===== config.mk =====
export PLATFORM = sky130hd
export DESIGN_NAME = if_fetch_unit_flat
export DESIGN_NICKNAME = d
export VERILOG_FILES = /design/src/rtl/if_fetch_unit_if.sv /design/src/rtl/if_fetch_unit.sv /design/src/flat_wrapper.sv
export SDC_FILE = /design/constraint.sdc
export NUM_CORES = 1
export LEC_CHECK = 0
export ABC_AREA = 1
export CORE_ASPECT_RATIO = 1.5
export CORE_MARGIN = 10
export CORE_UTILIZATION = 47
export CTS_CLUSTER_DIAMETER = 40
export DETAILED_ROUTE_END_ITERATION = 10
export PLACE_DENSITY_LB_ADDON = 0.3
export RECOVER_POWER = 50
export SYNTH_ARGS = -nofsm -noshare
export SYNTH_HDL_FRONTEND = slang
export SYNTH_SLANG_ARGS = --single-unit
export TNS_END_PERCENT = 10

===== constraint.sdc =====
create_clock -name clk -period 1.85 [get_ports clk]
set_input_delay 0.37 -clock clk [delete_from_list [all_inputs] [get_ports clk]]
set_output_delay 0.37 -clock clk [all_outputs]
set_load 0.1 [all_outputs]

===== src/rtl/if_fetch_unit_if.sv =====
// rtl/if_fetch_unit_if.sv - fetch-stage bundle: control inputs, instruction memory port, IF/ID outputs
interface if_fetch_unit_if;
   logic        run_en;
   logic        stall;
   logic        redirect;
   logic [31:0] redirect_pc;
   logic [31:0] imem_addr;
   logic [31:0] imem_data;
   logic [31:0] if_instr;
   logic [31:0] if_pc;
   logic [31:0] if_pc_plus4;
   logic        if_valid;
   logic        fetch_err;

   modport master (
      input  run_en, stall, redirect, redirect_pc, imem_data,
      output imem_addr, if_instr, if_pc, if_pc_plus4, if_valid, fetch_err
   );

   modport slave (
      output run_en, stall, redirect, redirect_pc, imem_data,
      input  imem_addr, if_instr, if_pc, if_pc_plus4, if_valid, fetch_err
   );
endinterface


===== src/rtl/if_fetch_unit.sv =====
// rtl/if_fetch_unit.sv - instruction fetch stage: PC, imem address, IF/ID register, stall and redirect
module if_fetch_unit #(
   parameter logic [31:0] RESET_VECTOR = 32'h0000_00A0,
   parameter int unsigned IMEM_WORDS   = 256
) (
   input  logic          clk,
   input  logic          rst_n,
   if_fetch_unit_if.master bus
);
   localparam logic [31:0] IMEM_LIMIT = 32'(IMEM_WORDS);

   typedef enum logic [1:0] {IDLE, RUN, ERR} state_t;

   state_t      state, state_nx;
   logic [31:0] pc, pc_nx;
   logic [31:0] instr_q, instr_nx;
   logic [31:0] ipc_q, ipc_nx;
   logic [31:0] ip4_q, ip4_nx;
   logic        valid_q, valid_nx;
   logic        err_q, err_nx;
   logic        redirect_bad;
   logic        out_of_range;

   assign redirect_bad = bus.redirect_pc[1:0] != 2'b00;
   // Range check runs before the PC+4 wrap can ever be observed.
   assign out_of_range = {2'b00, pc[31:2]} >= IMEM_LIMIT;

   always_comb begin
      state_nx = state;
      pc_nx    = pc;
      instr_nx = instr_q;
      ipc_nx   = ipc_q;
      ip4_nx   = ip4_q;
      valid_nx = valid_q;
      err_nx   = err_q;
      case (state)
         IDLE: begin
            valid_nx = 1'b0;
            if (bus.redirect && redirect_bad) begin
               state_nx = ERR;
               err_nx   = 1'b1;
            end else begin
               if (bus.redirect) pc_nx = bus.redirect_pc;
               if (bus.run_en) state_nx = RUN;
            end
         end
         RUN: begin
            if (bus.redirect) begin
               valid_nx = 1'b0;
               if (redirect_bad) begin
                  state_nx = ERR;
                  err_nx   = 1'b1;
               end else begin
                  pc_nx = bus.redirect_pc;
               end
            end else if (bus.stall) begin
               valid_nx = valid_q;
            end else if (!bus.run_en) begin
               valid_nx = 1'b0;
               state_nx = IDLE;
            end else if (out_of_range) begin
               valid_nx = 1'b0;
               err_nx   = 1'b1;
               state_nx = ERR;
            end else begin
               instr_nx = bus.imem_data;
               ipc_nx   = pc;
               ip4_nx   = pc + 32'd4;
               valid_nx = 1'b1;
               pc_nx    = pc + 32'd4;
            end
         end
         ERR: begin
            valid_nx = 1'b0;
            err_nx   = 1'b1;
         end
         default: begin
            state_nx = IDLE;
            valid_nx = 1'b0;
         end
      endcase
   end

   always_ff @(posedge clk or negedge rst_n) begin
      if (!rst_n) begin
         state   <= IDLE;
         pc      <= RESET_VECTOR;
         instr_q <= 32'd0;
         ipc_q   <= 32'd0;
         ip4_q   <= 32'd0;
         valid_q <= 1'b0;
         err_q   <= 1'b0;
      end else begin
         state   <= state_nx;
         pc      <= pc_nx;
         instr_q <= instr_nx;
         ipc_q   <= ipc_nx;
         ip4_q   <= ip4_nx;
         valid_q <= valid_nx;
         err_q   <= err_nx;
      end
   end

   assign bus.imem_addr   = pc;
   assign bus.if_instr    = instr_q;
   assign bus.if_pc       = ipc_q;
   assign bus.if_pc_plus4 = ip4_q;
   assign bus.if_valid    = valid_q;
   assign bus.fetch_err   = err_q;
endmodule


===== src/flat_wrapper.sv =====
// flat-port wrapper written by rule: the top's interface ports become plain ports
module if_fetch_unit_flat 
#(
   parameter logic [31:0] RESET_VECTOR = 32'h0000_00A0,
   parameter int unsigned IMEM_WORDS   = 256
)
  (clk, rst_n, bus_run_en, bus_stall, bus_redirect, bus_redirect_pc, bus_imem_data, bus_imem_addr, bus_if_instr, bus_if_pc, bus_if_pc_plus4, bus_if_valid, bus_fetch_err);
  if_fetch_unit_if bus_i ();
  input  logic clk;
  input  logic rst_n;
  input wire logic [$bits(bus_i.run_en)-1:0] bus_run_en;
  input wire logic [$bits(bus_i.stall)-1:0] bus_stall;
  input wire logic [$bits(bus_i.redirect)-1:0] bus_redirect;
  input wire logic [$bits(bus_i.redirect_pc)-1:0] bus_redirect_pc;
  input wire logic [$bits(bus_i.imem_data)-1:0] bus_imem_data;
  output wire logic [$bits(bus_i.imem_addr)-1:0] bus_imem_addr;
  output wire logic [$bits(bus_i.if_instr)-1:0] bus_if_instr;
  output wire logic [$bits(bus_i.if_pc)-1:0] bus_if_pc;
  output wire logic [$bits(bus_i.if_pc_plus4)-1:0] bus_if_pc_plus4;
  output wire logic [$bits(bus_i.if_valid)-1:0] bus_if_valid;
  output wire logic [$bits(bus_i.fetch_err)-1:0] bus_fetch_err;
  assign bus_i.run_en = bus_run_en;
  assign bus_i.stall = bus_stall;
  assign bus_i.redirect = bus_redirect;
  assign bus_i.redirect_pc = bus_redirect_pc;
  assign bus_i.imem_data = bus_imem_data;
  assign bus_imem_addr = bus_i.imem_addr;
  assign bus_if_instr = bus_i.if_instr;
  assign bus_if_pc = bus_i.if_pc;
  assign bus_if_pc_plus4 = bus_i.if_pc_plus4;
  assign bus_if_valid = bus_i.if_valid;
  assign bus_fetch_err = bus_i.fetch_err;
  if_fetch_unit #(.RESET_VECTOR(RESET_VECTOR), .IMEM_WORDS(IMEM_WORDS)) u_core (.clk(clk), .rst_n(rst_n), .bus(bus_i));
endmodule

==> impl_metrics.py <==
metrics = {
    "worst_setup_path": {
        "path_max_fanout": 24,
        "arrival_ns": 2.08,
        "endpoint_kind": "register",
        "reg2regPathDepth": 10,
        "crit_path_end": "u_core.bus.if_pc[21]",
        "cp-startpoint": "u_core.bus.imem_addr[30]",
        "worstReg2RegEnd": "u_core.bus.if_pc[21]",
        "rrSetupSlack_ns": 0.06,
        "crit_path_start_kind": "register",
        "r2r_start": "u_core.bus.imem_addr[30]",
        "crit_required_ns": 2.14,
        "path_class": "register to register",
    },
    "synth": {
        "syn_inst": 770,
        "synth_cell_type_count": 31,
        "syn-num-nets": 841,
        "synth_top_area_frac": 0.509,
        "avgSynthCellArea_sq_um": 8.17,
        "syn_area_sq_mm": 0.00629,
        "yosysTopAreaCell": "dfrtp_1",
        "yosysWarnings": 0,
        "ys_seq_elements": 130,
        "synth.top_cells.by_area": "dfrtp_1, nand2_1, inv_1",
        "seq_area_frac_synth": 0.517,
    },
    "status": {
        "status": "complete, no violations",
    },
    "finish": {
        "fill_cells": 865,
        "drive_above_1_share": 0.312,
        "area_delta_synth_final_pct": 55.6,
        "stdcell_area_sq_mm": 0.00979,
        "diodes": 0,
        "nets": 1088,
        "final_common_cell": "nand2_1",
        "layout.cells.non_filler": 1189,
        "final_cell_mix": "nand2_1, inv_1, dfrtp_1, buf_12, clkdlybuf4s50_1",
    },
    "clock_network": {
        "clk_pin_slew_ns": 0.06,
        "numCtsBuffers": 17,
        "htree_levels": 4,
        "cts_tree": "yes",
        "clkSinkCount": 130,
        "cts_root_buf": "clkbuf_16",
        "clockBufferDepth": 2,
        "clock_latency_ns": 0.41,
    },
    "sta": {
        "min_period_ns": 1.79,
        "max_freq_mhz": 558,
        "max_slew_margin": 0.544,
        "final.setup_skew_ns": 0.00851,
        "slew_violations": 0,
        "setup_violations": 0,
        "post-route-period-util": 0.968,
        "hold_violations": 0,
        "tightest_slew_ns": 0.685,
    },
    "grt": {
        "grt_max_degree": 50,
        "gr-total-overflow": 0,
        "grt_pass1_wl_mm": 32.8,
        "grt_usage": 0.223,
        "grt_pass1_vias": 6324,
        "antenna_found_initial": 0,
    },
    "floorplan": {
        "initial_core_util": 0.481,
        "dieArea_sq_mm": 0.0185,
        "core_area_sq_mm": 0.0131,
        "die_w_um": 114,
        "ios": 199,
        "die_h_um": 162,
        "rows": 51,
    },
    "power_and_ir_drop": {
        "leakage_nw": 5.29,
        "powerDensity_mw_per_mm2": 728,
        "peakVddDrop_uv": 614,
        "total_power_w": 0.00712,
    },
    "routing": {
        "drtPass1Iterations": 5,
        "wirelength_mm": 21.0,
        "first_iter_violations": 351,
        "vias": 5926,
        "avgViaCountPerCell": 4.98,
        "drt-wirelength-per-cell_um": 17.7,
        "route.detailed.drc": 0,
        "antenna_left": 0,
    },
    "hold_path": {
        "min_path_type": "primary input to async pin",
    },
    "placement": {
        "post-dp-hpwl_mm": 15.2,
        "placed_cells": 1150,
        "dpl_cell_area_sq_mm": 0.0100,
        "gp_routability_congestion": 0.893,
        "io_buffers": 198,
    },
    "job": {
        "drv_cap": 0,
    },
}
[per-stage QoR]
stage          hold slack, ns  setup slack [ns]  setup TNS (ns)   util
6_report                0.456            0.0587               0  0.748
5_1_grt                 0.489           -0.0499          -0.165  0.748
4_1_cts                 0.322            0.0303               0  0.813
3_5_place_dp            0.208            -0.209           -7.83  0.767
3_3_place_gp            0.204            -0.131           -3.64  0.767
2_1_floorplan          0.0744           0.00528               0      -
[logic make-up after synthesis]
logic type / Yosys count / share of synthesized area
compound gates: 83 / 0.0970
xor+xnor: 8 / 0.0111
fa+ha+maj: 2 / 0.00398
buf+inv: 166 / 0.124
flops: 130 / 0.517
mux: 1 / 0.00159
simple gates: 380 / 0.245
[report_power, final]
group          switching, W  internal, W  total (W)
clock               0.00121      0.00208    0.00329
sequential        0.0000350      0.00289    0.00292
combinational      0.000540     0.000366   0.000906
[synth_stat cells (all sizes together)]
library cell and number:
nor3b 1, a21boi 1, a31oi 1, ha 2, nand4 3, buf 27, o21bai 1, o22ai 1
clkbuf 2, nor2 63, o21ai 77, mux2i 1, nand2 266, dfrtp 128, nor3 1, dfstp 2
or2 9, xnor2 1, xor2 7, inv 137, nand3 37, a21oi 2
[routing by layer]
layer,share of wire,track usage,up-vias
li1,-,-,2802
met5,0,0,-
met2,0.53,0.389,244
met1,0.36,0.238,2829
met3,0.071,0.0638,51
met4,0.040,0.107,0
[worst max-delay path, cell delays in order (launching register included)]
cell	delay, ns
dfrtp_2	0.40
nor2_1	0.12
nand2_1	0.11
nor2_2	0.16
nand3_4	0.11
nor2_4	0.16
nand3_4	0.11
buf_12	0.16
clkbuf_16	0.20
nand2_1	0.09
inv_1	0.05
[area by class of cell]
| type | instances | area, sq um | share of cell area |
|---|---|---|---|
| clock inverters | 9 | 105 | 0.0107 |
| well taps | 159 | 199 | 0.0203 |
| multi-input cells | 474 | 2290 | 0.234 |
| repair buffers | 257 | 2900 | 0.296 |
| inverters | 137 | 514 | 0.0525 |
| clock buffers | 23 | 478 | 0.0488 |
| flip-flops and latches | 130 | 3300 | 0.337 |
[registers in the layout, indices dropped and copies added, names as in the netlist]
signal and cells:
u_core.state 2, u_core.bus.fetch_err 1, u_core.bus.if_pc 32, u_core.bus.if_pc_plus4 30, u_core.bus.if_instr 32, u_core.bus.imem_addr 32, u_core.bus.if_valid 1
[what timing repair did]
| action | CTS | global route |
|---|---|---|
| resized for setup | 0 | 9 |
| hold buffers | 1 | 0 |
| setup buffers | 0 | 4 |
| hold endpoints to repair | 7 | 0 |
| setup endpoints to repair | 0 | 75 |
[worst min path at each step]
stage                                            end  cells past startpoint  slack, ns
after floorplan                 u_core.bus.fetch_err                      0       0.07
after detailed placement  u_core.bus.if_pc_plus4[12]                      1       0.21
after CTS                 u_core.bus.if_pc_plus4[12]                      2       0.32
after global placement    u_core.bus.if_pc_plus4[14]                      1       0.20
after global routing      u_core.bus.if_pc_plus4[22]                      2       0.49
final                     u_core.bus.if_pc_plus4[14]                      2       0.46
Note: power is estimated with default switching activity, not from simulation.
